<file path="src/rtl/adc_acq_capture.sv">
// adc_acq_capture: captures ADC samples inside ACQ_EN windows, packs sample pairs into FIFO words and counts echoes.
// Optional build macro ADC_ACQ_ECHO_HEADER_EN: emit a header word {all ones, echo count} at the start of each window.
module adc_acq_capture #(
    parameter int ADC_DATA_WIDTH = 16,
    parameter int ECHO_CNT_WIDTH = 16
) (
    input  logic                        CLK,
    input  logic                        RESET,
    input  logic                        START,
    input  logic [ECHO_CNT_WIDTH-1:0]   NUM_ECHOES,
    input  logic                        ACQ_EN,
    input  logic [ADC_DATA_WIDTH-1:0]   ADC_DATA,
    output logic [2*ADC_DATA_WIDTH-1:0] FIFO_DATA,
    output logic                        FIFO_WR,
    input  logic                        FIFO_FULL,
    output logic                        BUSY,
    output logic                        DONE,
    output logic                        OVERFLOW,
    output logic [ECHO_CNT_WIDTH-1:0]   ECHO_CNT
);

    localparam int FIFO_WIDTH = 2 * ADC_DATA_WIDTH;
    localparam logic [ECHO_CNT_WIDTH-1:0] ECHO_ONE = {{(ECHO_CNT_WIDTH-1){1'b0}}, 1'b1};

    typedef enum logic [1:0] {
        IDLE    = 2'd0,
        ARMED   = 2'd1,
        CAPTURE = 2'd2,
        FINISH  = 2'd3
    } state_t;

    state_t                    state_q, state_d;
    logic [ECHO_CNT_WIDTH-1:0] num_echoes_q, num_echoes_d;
    logic [ECHO_CNT_WIDTH-1:0] echo_cnt_q, echo_cnt_d;
    logic [ECHO_CNT_WIDTH-1:0] echo_cnt_inc_s;
    logic [ADC_DATA_WIDTH-1:0] low_q, low_d;
    logic                      half_q, half_d;
    logic                      acq_en_prev_q, acq_en_prev_d;
    logic                      busy_q, busy_d;
    logic                      done_q, done_d;
    logic                      overflow_q, overflow_d;
    logic                      fifo_wr_q, fifo_wr_d;
    logic [FIFO_WIDTH-1:0]     fifo_data_q, fifo_data_d;
    logic [FIFO_WIDTH-1:0]     word_s;
    logic                      wr_due_s;
    logic                      acq_rise_s;

`ifdef ADC_ACQ_ECHO_HEADER_EN
    function automatic logic [FIFO_WIDTH-1:0] header_word(input logic [ECHO_CNT_WIDTH-1:0] cnt);
        header_word = {{ADC_DATA_WIDTH{1'b1}}, ADC_DATA_WIDTH'(cnt)};
    endfunction
`endif

    assign acq_rise_s     = ACQ_EN & ~acq_en_prev_q;
    assign echo_cnt_inc_s = echo_cnt_q + ECHO_ONE;

    // Next-state and next-output computation for the capture state machine.
    always_comb begin
        state_d       = state_q;
        num_echoes_d  = num_echoes_q;
        echo_cnt_d    = echo_cnt_q;
        low_d         = low_q;
        half_d        = half_q;
        acq_en_prev_d = ACQ_EN;
        busy_d        = busy_q;
        done_d        = 1'b0;
        overflow_d    = overflow_q;
        fifo_wr_d     = 1'b0;
        fifo_data_d   = fifo_data_q;
        word_s        = {FIFO_WIDTH{1'b0}};
        wr_due_s      = 1'b0;

        case (state_q)
            IDLE: begin
                // A START coinciding with the DONE pulse belongs to the finished scan and is dropped.
                if (START && !done_q) begin
                    num_echoes_d = NUM_ECHOES;
                    echo_cnt_d   = {ECHO_CNT_WIDTH{1'b0}};
                    overflow_d   = 1'b0;
                    busy_d       = 1'b1;
                    half_d       = 1'b0;
                    if (NUM_ECHOES == {ECHO_CNT_WIDTH{1'b0}}) begin
                        state_d = FINISH;
                    end else begin
                        state_d = ARMED;
                    end
                end else begin
                    state_d = IDLE;
                end
            end
            ARMED: begin
                if (acq_rise_s) begin
                    low_d   = ADC_DATA;
                    half_d  = 1'b1;
                    state_d = CAPTURE;
`ifdef ADC_ACQ_ECHO_HEADER_EN
                    word_s   = header_word(echo_cnt_q);
                    wr_due_s = 1'b1;
`endif
                end else begin
                    state_d = ARMED;
                end
            end
            CAPTURE: begin
                if (ACQ_EN) begin
                    if (half_q) begin
                        word_s   = {ADC_DATA, low_q};
                        wr_due_s = 1'b1;
                        half_d   = 1'b0;
                    end else begin
                        low_d  = ADC_DATA;
                        half_d = 1'b1;
                    end
                end else begin
                    if (half_q) begin
                        word_s   = {{ADC_DATA_WIDTH{1'b0}}, low_q};
                        wr_due_s = 1'b1;
                    end else begin
                        wr_due_s = 1'b0;
                    end
                    half_d     = 1'b0;
                    echo_cnt_d = echo_cnt_inc_s;
                    if (echo_cnt_inc_s == num_echoes_q) begin
                        state_d = FINISH;
                        done_d  = 1'b1;
                        busy_d  = 1'b0;
                    end else begin
                        state_d = ARMED;
                    end
                end
            end
            FINISH: begin
                // BUSY still high here only for a zero-echo scan, whose DONE has not fired yet.
                done_d  = busy_q;
                busy_d  = 1'b0;
                state_d = IDLE;
            end
            default: begin
                state_d = IDLE;
                busy_d  = 1'b0;
                half_d  = 1'b0;
            end
        endcase

        if (wr_due_s) begin
            if (FIFO_FULL) begin
                overflow_d = 1'b1;
                fifo_wr_d  = 1'b0;
            end else begin
                fifo_wr_d   = 1'b1;
                fifo_data_d = word_s;
            end
        end else begin
            fifo_wr_d = 1'b0;
        end
    end

    // State and registered outputs, synchronous reset.
    always_ff @(posedge CLK) begin
        if (RESET) begin
            state_q       <= IDLE;
            num_echoes_q  <= {ECHO_CNT_WIDTH{1'b0}};
            echo_cnt_q    <= {ECHO_CNT_WIDTH{1'b0}};
            low_q         <= {ADC_DATA_WIDTH{1'b0}};
            half_q        <= 1'b0;
            acq_en_prev_q <= 1'b0;
            busy_q        <= 1'b0;
            done_q        <= 1'b0;
            overflow_q    <= 1'b0;
            fifo_wr_q     <= 1'b0;
            fifo_data_q   <= {FIFO_WIDTH{1'b0}};
        end else begin
            state_q       <= state_d;
            num_echoes_q  <= num_echoes_d;
            echo_cnt_q    <= echo_cnt_d;
            low_q         <= low_d;
            half_q        <= half_d;
            acq_en_prev_q <= acq_en_prev_d;
            busy_q        <= busy_d;
            done_q        <= done_d;
            overflow_q    <= overflow_d;
            fifo_wr_q     <= fifo_wr_d;
            fifo_data_q   <= fifo_data_d;
        end
    end

    assign FIFO_DATA = fifo_data_q;
    assign FIFO_WR   = fifo_wr_q;
    assign BUSY      = busy_q;
    assign DONE      = done_q;
    assign OVERFLOW  = overflow_q;
    assign ECHO_CNT  = echo_cnt_q;

endmodule

</file>
<file path="config.mk">
export PLATFORM = sky130hd
export DESIGN_NAME = adc_acq_capture
export DESIGN_NICKNAME = d
export VERILOG_FILES = /design/src/rtl/adc_acq_capture.sv
export SDC_FILE = /design/constraint.sdc
export NUM_CORES = 1
export LEC_CHECK = 0
export BUFFER_PORTS_ARGS = -buffer_cell sky130_fd_sc_hd__buf_2
export CAP_MARGIN = 40
export CELL_PAD_IN_SITES_DETAIL_PLACEMENT = 0
export CELL_PAD_IN_SITES_GLOBAL_PLACEMENT = 1
export CORE_MARGIN = 2
export CORE_UTILIZATION = 43
export CTS_CLUSTER_SIZE = 40
export DETAILED_ROUTE_END_ITERATION = 10
export HOLD_SLACK_MARGIN = 0.06
export MAX_ROUTING_LAYER = met4
export PLACE_DENSITY = 0.92
export SETUP_SLACK_MARGIN = 0.4
export SYNTH_ARGS = -nofsm -noshare
export SYNTH_HDL_FRONTEND = slang
export SYNTH_SLANG_ARGS = --single-unit
</file>
<file path="constraint.sdc">
create_clock -name CLK -period 3.96 [get_ports CLK]
set_clock_uncertainty 0.15 [all_clocks]
set_input_delay 0.792 -clock CLK [delete_from_list [all_inputs] [get_ports CLK]]
set_output_delay 0.792 -clock CLK [all_outputs]
set_load 0.05 [all_outputs]
</file>
==> impl_metrics.env <==
export IMPL_period_share_pct=66.04
export IMPL_power_density_nw_per_um2=376.7
export IMPL_period_minus_slack_ns=2.615
export IMPL_rsz0062_at_grt="no"
export IMPL_pwr_share_clk_pct=39.6
export IMPL_hold_buffers=0
export IMPL_dp_hpwl_um=7070
export IMPL_ir_drop_uv=232.4
export IMPL_cap_violations=0
export IMPL_setup_violations_final=0
export IMPL_numCtsBuffers=9
export IMPL_vias_per_cell=5.374
export IMPL_ios=89
export IMPL_startpoint="ECHO_CNT[0]$_SDFFE_PP0P_"
export IMPL_p_leak_nw=1.950
export IMPL_crit_family="simple AND/OR/NAND/NOR gates"
export IMPL_hold_viol=0
export IMPL_fp_coreArea_um2=9196
export IMPL_post_cts_resized=0
export IMPL_path_buf_inv=0
export IMPL_post_route_worst_setup_slack_ns=1.345
export IMPL_end_kind="flip-flop"
export IMPL_worstPathArrival_ns=2.68
export IMPL_slew_violations=0
export IMPL_place_ws_ns=1.203
export IMPL_drc=0
export IMPL_cp_start_kind="flip-flop"
export IMPL_r2r_start="ECHO_CNT[0]$_SDFFE_PP0P_"
export IMPL_netSwitchingFraction_pct=25.01
export IMPL_via_count=3649
export IMPL_cts_sinks=88
export IMPL_layout_nets=607
export IMPL_synthCells=495
export IMPL_crit_top_cell="nand4_2"
export IMPL_critPathKind="reg2reg"
export IMPL_clk_latency_ns=0.36
export IMPL_drtIter0Drc=185
export IMPL_cts_tree="yes"
export IMPL_maxSlewHeadroom_pct=50.35
export IMPL_placementRows=35
export IMPL_initial_core_util_pct=44.19
export IMPL_area_growth_pct=17.30
export IMPL_ant_nets=0
export IMPL_synthFlopType="dfxtp_1"
export IMPL_crit_path_max_incr_delay_ns=0.51
export IMPL_grt_pass1_vias=3269
export IMPL_synthArstFlopShare_pct=0
export IMPL_ys_types=56
export IMPL_pwr_share_comb_pct=9.1
export IMPL_worstMarginPinSlew_ns=0.7448
export IMPL_port_buffers=88
export IMPL_crit_path_top_delay_cell="dfxtp_1"
export IMPL_first_pass_iters=6
export IMPL_status="finished, final reports clean"
export IMPL_grtUsageTotal_pct=20.18
export IMPL_clk_pin_slew_ns=0.09
export IMPL_dieArea_um2=10240
export IMPL_syn_avg_cell_area_um2=8.210
export IMPL_cts_root_buf="clkbuf_8"
export IMPL_seqPwrFrac_pct=51.3
export IMPL_fin_setup_tns_ns=0
export IMPL_critPathMaxFanout=8
export IMPL_gp_congestion=0.8369
export IMPL_min_from="low_q[5]$_SDFFE_PP0P_"
export IMPL_grt_max_degree=39
export IMPL_ys_seq_elements=88
export IMPL_required_ns=4.03
export IMPL_p_int_w=0.001347
export IMPL_grt_pass1_wl_um=15970
export IMPL_wl_per_cell_um=14.93
export IMPL_grt_overflow=0
export IMPL_htree_num_levels=3
export IMPL_synth_seq_area_share_pct=43.35
export IMPL_crit_chain="ha_1 -> nand4_2 -> nor4_2 -> xnor2_1 -> nor4b_2 -> nand4_2 -> o2bb2ai_1"
export IMPL_synth_edff_count=0
export IMPL_yosys_warnings=0
export IMPL_post_cts_setup_buffers=0
export IMPL_fp_dieH_um=101.2
export IMPL_wl_um=10140
export IMPL_netlist_area_um2=4064
export IMPL_fmax_mhz=382.4
export IMPL_hp_class="reg2reg"
export IMPL_power_switching_w=0.0004492
export IMPL_syn_nets=538
export IMPL_drive_above_1_share_pct=22.18
export IMPL_clockBufferDepth=2
export IMPL_num_antenna_cells=0
export IMPL_fill_cells=887
export IMPL_die_width_um=101.2
export IMPL_antenna_found_initial=0
placed cells by master (no fill, tap or decap), types with 2 or more instances in the layout:
cell type	instances
nor3b_1	3
clkbuf_8	10
buf_2	88
nor4_1	6
a31oi_1	3
a41oi_1	2
nor3_1	3
buf_4	3
and2_1	3
o21a_1	2
and3_1	3
a22oi_1	2
nand3_1	24
xnor2_1	21
nand2b_1	2
inv_6	3
a21oi_1	64
o21ai_0	19
nand4_2	2
ha_1	6
inv_1	9
a311oi_1	3
bufinv_16	2
o211ai_1	2
nand4_1	5
nand2_1	98
nand3b_1	2
nor2_1	40
nor2b_1	3
mux2i_1	17
nor4_2	3
dfxtp_1	88
worst reg2reg max path, delay by kind of cell (launching register included):
kind	cells	cell delay (ns)
AOI/OAI and AO/OA	1	0.19
xor gates and xnor gates	1	0.14
adders and majority gates	1	0.40
DFF	1	0.51
and+or+nand+nor	4	1.09
path summary, 6_finish.rpt:
path                               endpoint  slack [ns]  cells after the start
hold / removal    FIFO_DATA[5]$_SDFFE_PP0P_        0.30                      2
hold reg to reg   FIFO_DATA[5]$_SDFFE_PP0P_        0.30                      2
setup reg to reg          BUSY$_SDFFE_PP0P_        1.34                      7
setup / recovery          BUSY$_SDFFE_PP0P_        1.34                      7
layout make-up:
type / instances / area (um2) / share of cell area, %
Multi-Input combinational cell: 364 / 2135 / 44.78
Sequential cell: 88 / 1762 / 36.96
Timing Repair Buffer: 92 / 474.2 / 9.948
Tap cell: 111 / 138.9 / 2.913
Clock buffer: 10 / 137.6 / 2.887
Clock inverter: 5 / 86.33 / 1.811
Inverter: 9 / 33.78 / 0.7087
power by group through the flow:
stage | logic (W) | clock network, W | registers (W)
2_1_floorplan | 0.000110 | 0 | 0.000942
3_3_place_gp | 0.000159 | 0 | 0.000941
3_5_place_dp | 0.000162 | 0 | 0.000942
4_1_cts | 0.000162 | 0.000724 | 0.000921
5_1_grt | 0.000180 | 0.000757 | 0.000924
6_report | 0.000163 | 0.000712 | 0.000921
cell usage after synthesis, types with 3 or more instances:
master	number	area, um2
and3_1	3	18.77
buf_2	6	30.03
clkbuf_1	25	93.84
nand3_1	24	120.1
a311oi_1	3	26.28
dfxtp_1	88	1762
xnor2_1	21	183.9
o21ai_0	19	95.09
and2_1	3	18.77
nor4_1	6	37.54
inv_1	9	33.78
a31oi_1	3	18.77
nor4_2	3	37.54
nor2b_1	3	18.77
nor2_1	41	153.9
nand2_1	98	367.9
ha_1	6	75.07
nand4_1	5	31.28
nor3_1	3	15.01
nor3b_1	3	22.52
a21oi_1	64	320.3
mux2i_1	17	170.2
stage by stage:
stage	area (um2)	total power, W	instances	utilization [%]	hold WS, ns
2_1_floorplan	4064	0.001052	495	-	0.2816
3_3_place_gp	4532	0.001099	663	49.28	0.2869
3_5_place_dp	4543	0.001103	664	49.40	0.2912
4_1_cts	4767	0.001807	679	51.84	0.3085
5_1_grt	4767	0.001861	679	51.84	0.3230
6_report	4767	0.001796	679	51.84	0.3013
registers in the layout (all words and copies together), names as in the netlist:
register / count
DONE: 1
ECHO_CNT: 16
low_q: 16
num_echoes_q: 16
FIFO_DATA: 32
OVERFLOW: 1
FIFO_WR: 1
half_q: 1
state_q: 2
acq_en_prev_q: 1
BUSY: 1
routing by layer:
| layer | share of wire (%) | track usage (%) |
|---|---|---|
| met5 | 0 | - |
| met3 | 4.6 | 2.484 |
| met1 | 47 | 26.66 |
| met2 | 47 | 31.69 |
| met4 | 1.6 | 7.692 |
cells by family after synthesis:
kind of cell / Yosys count / synth area share [%]
flops: 88 / 43.35
buf+inv: 43 / 4.341
compound gates: 109 / 15.76
simple gates: 209 / 25.09
fa+ha+maj: 6 / 1.847
mux: 17 / 4.187
xor+xnor: 23 / 5.419
Note: power is estimated with default switching activity, not from simulation.
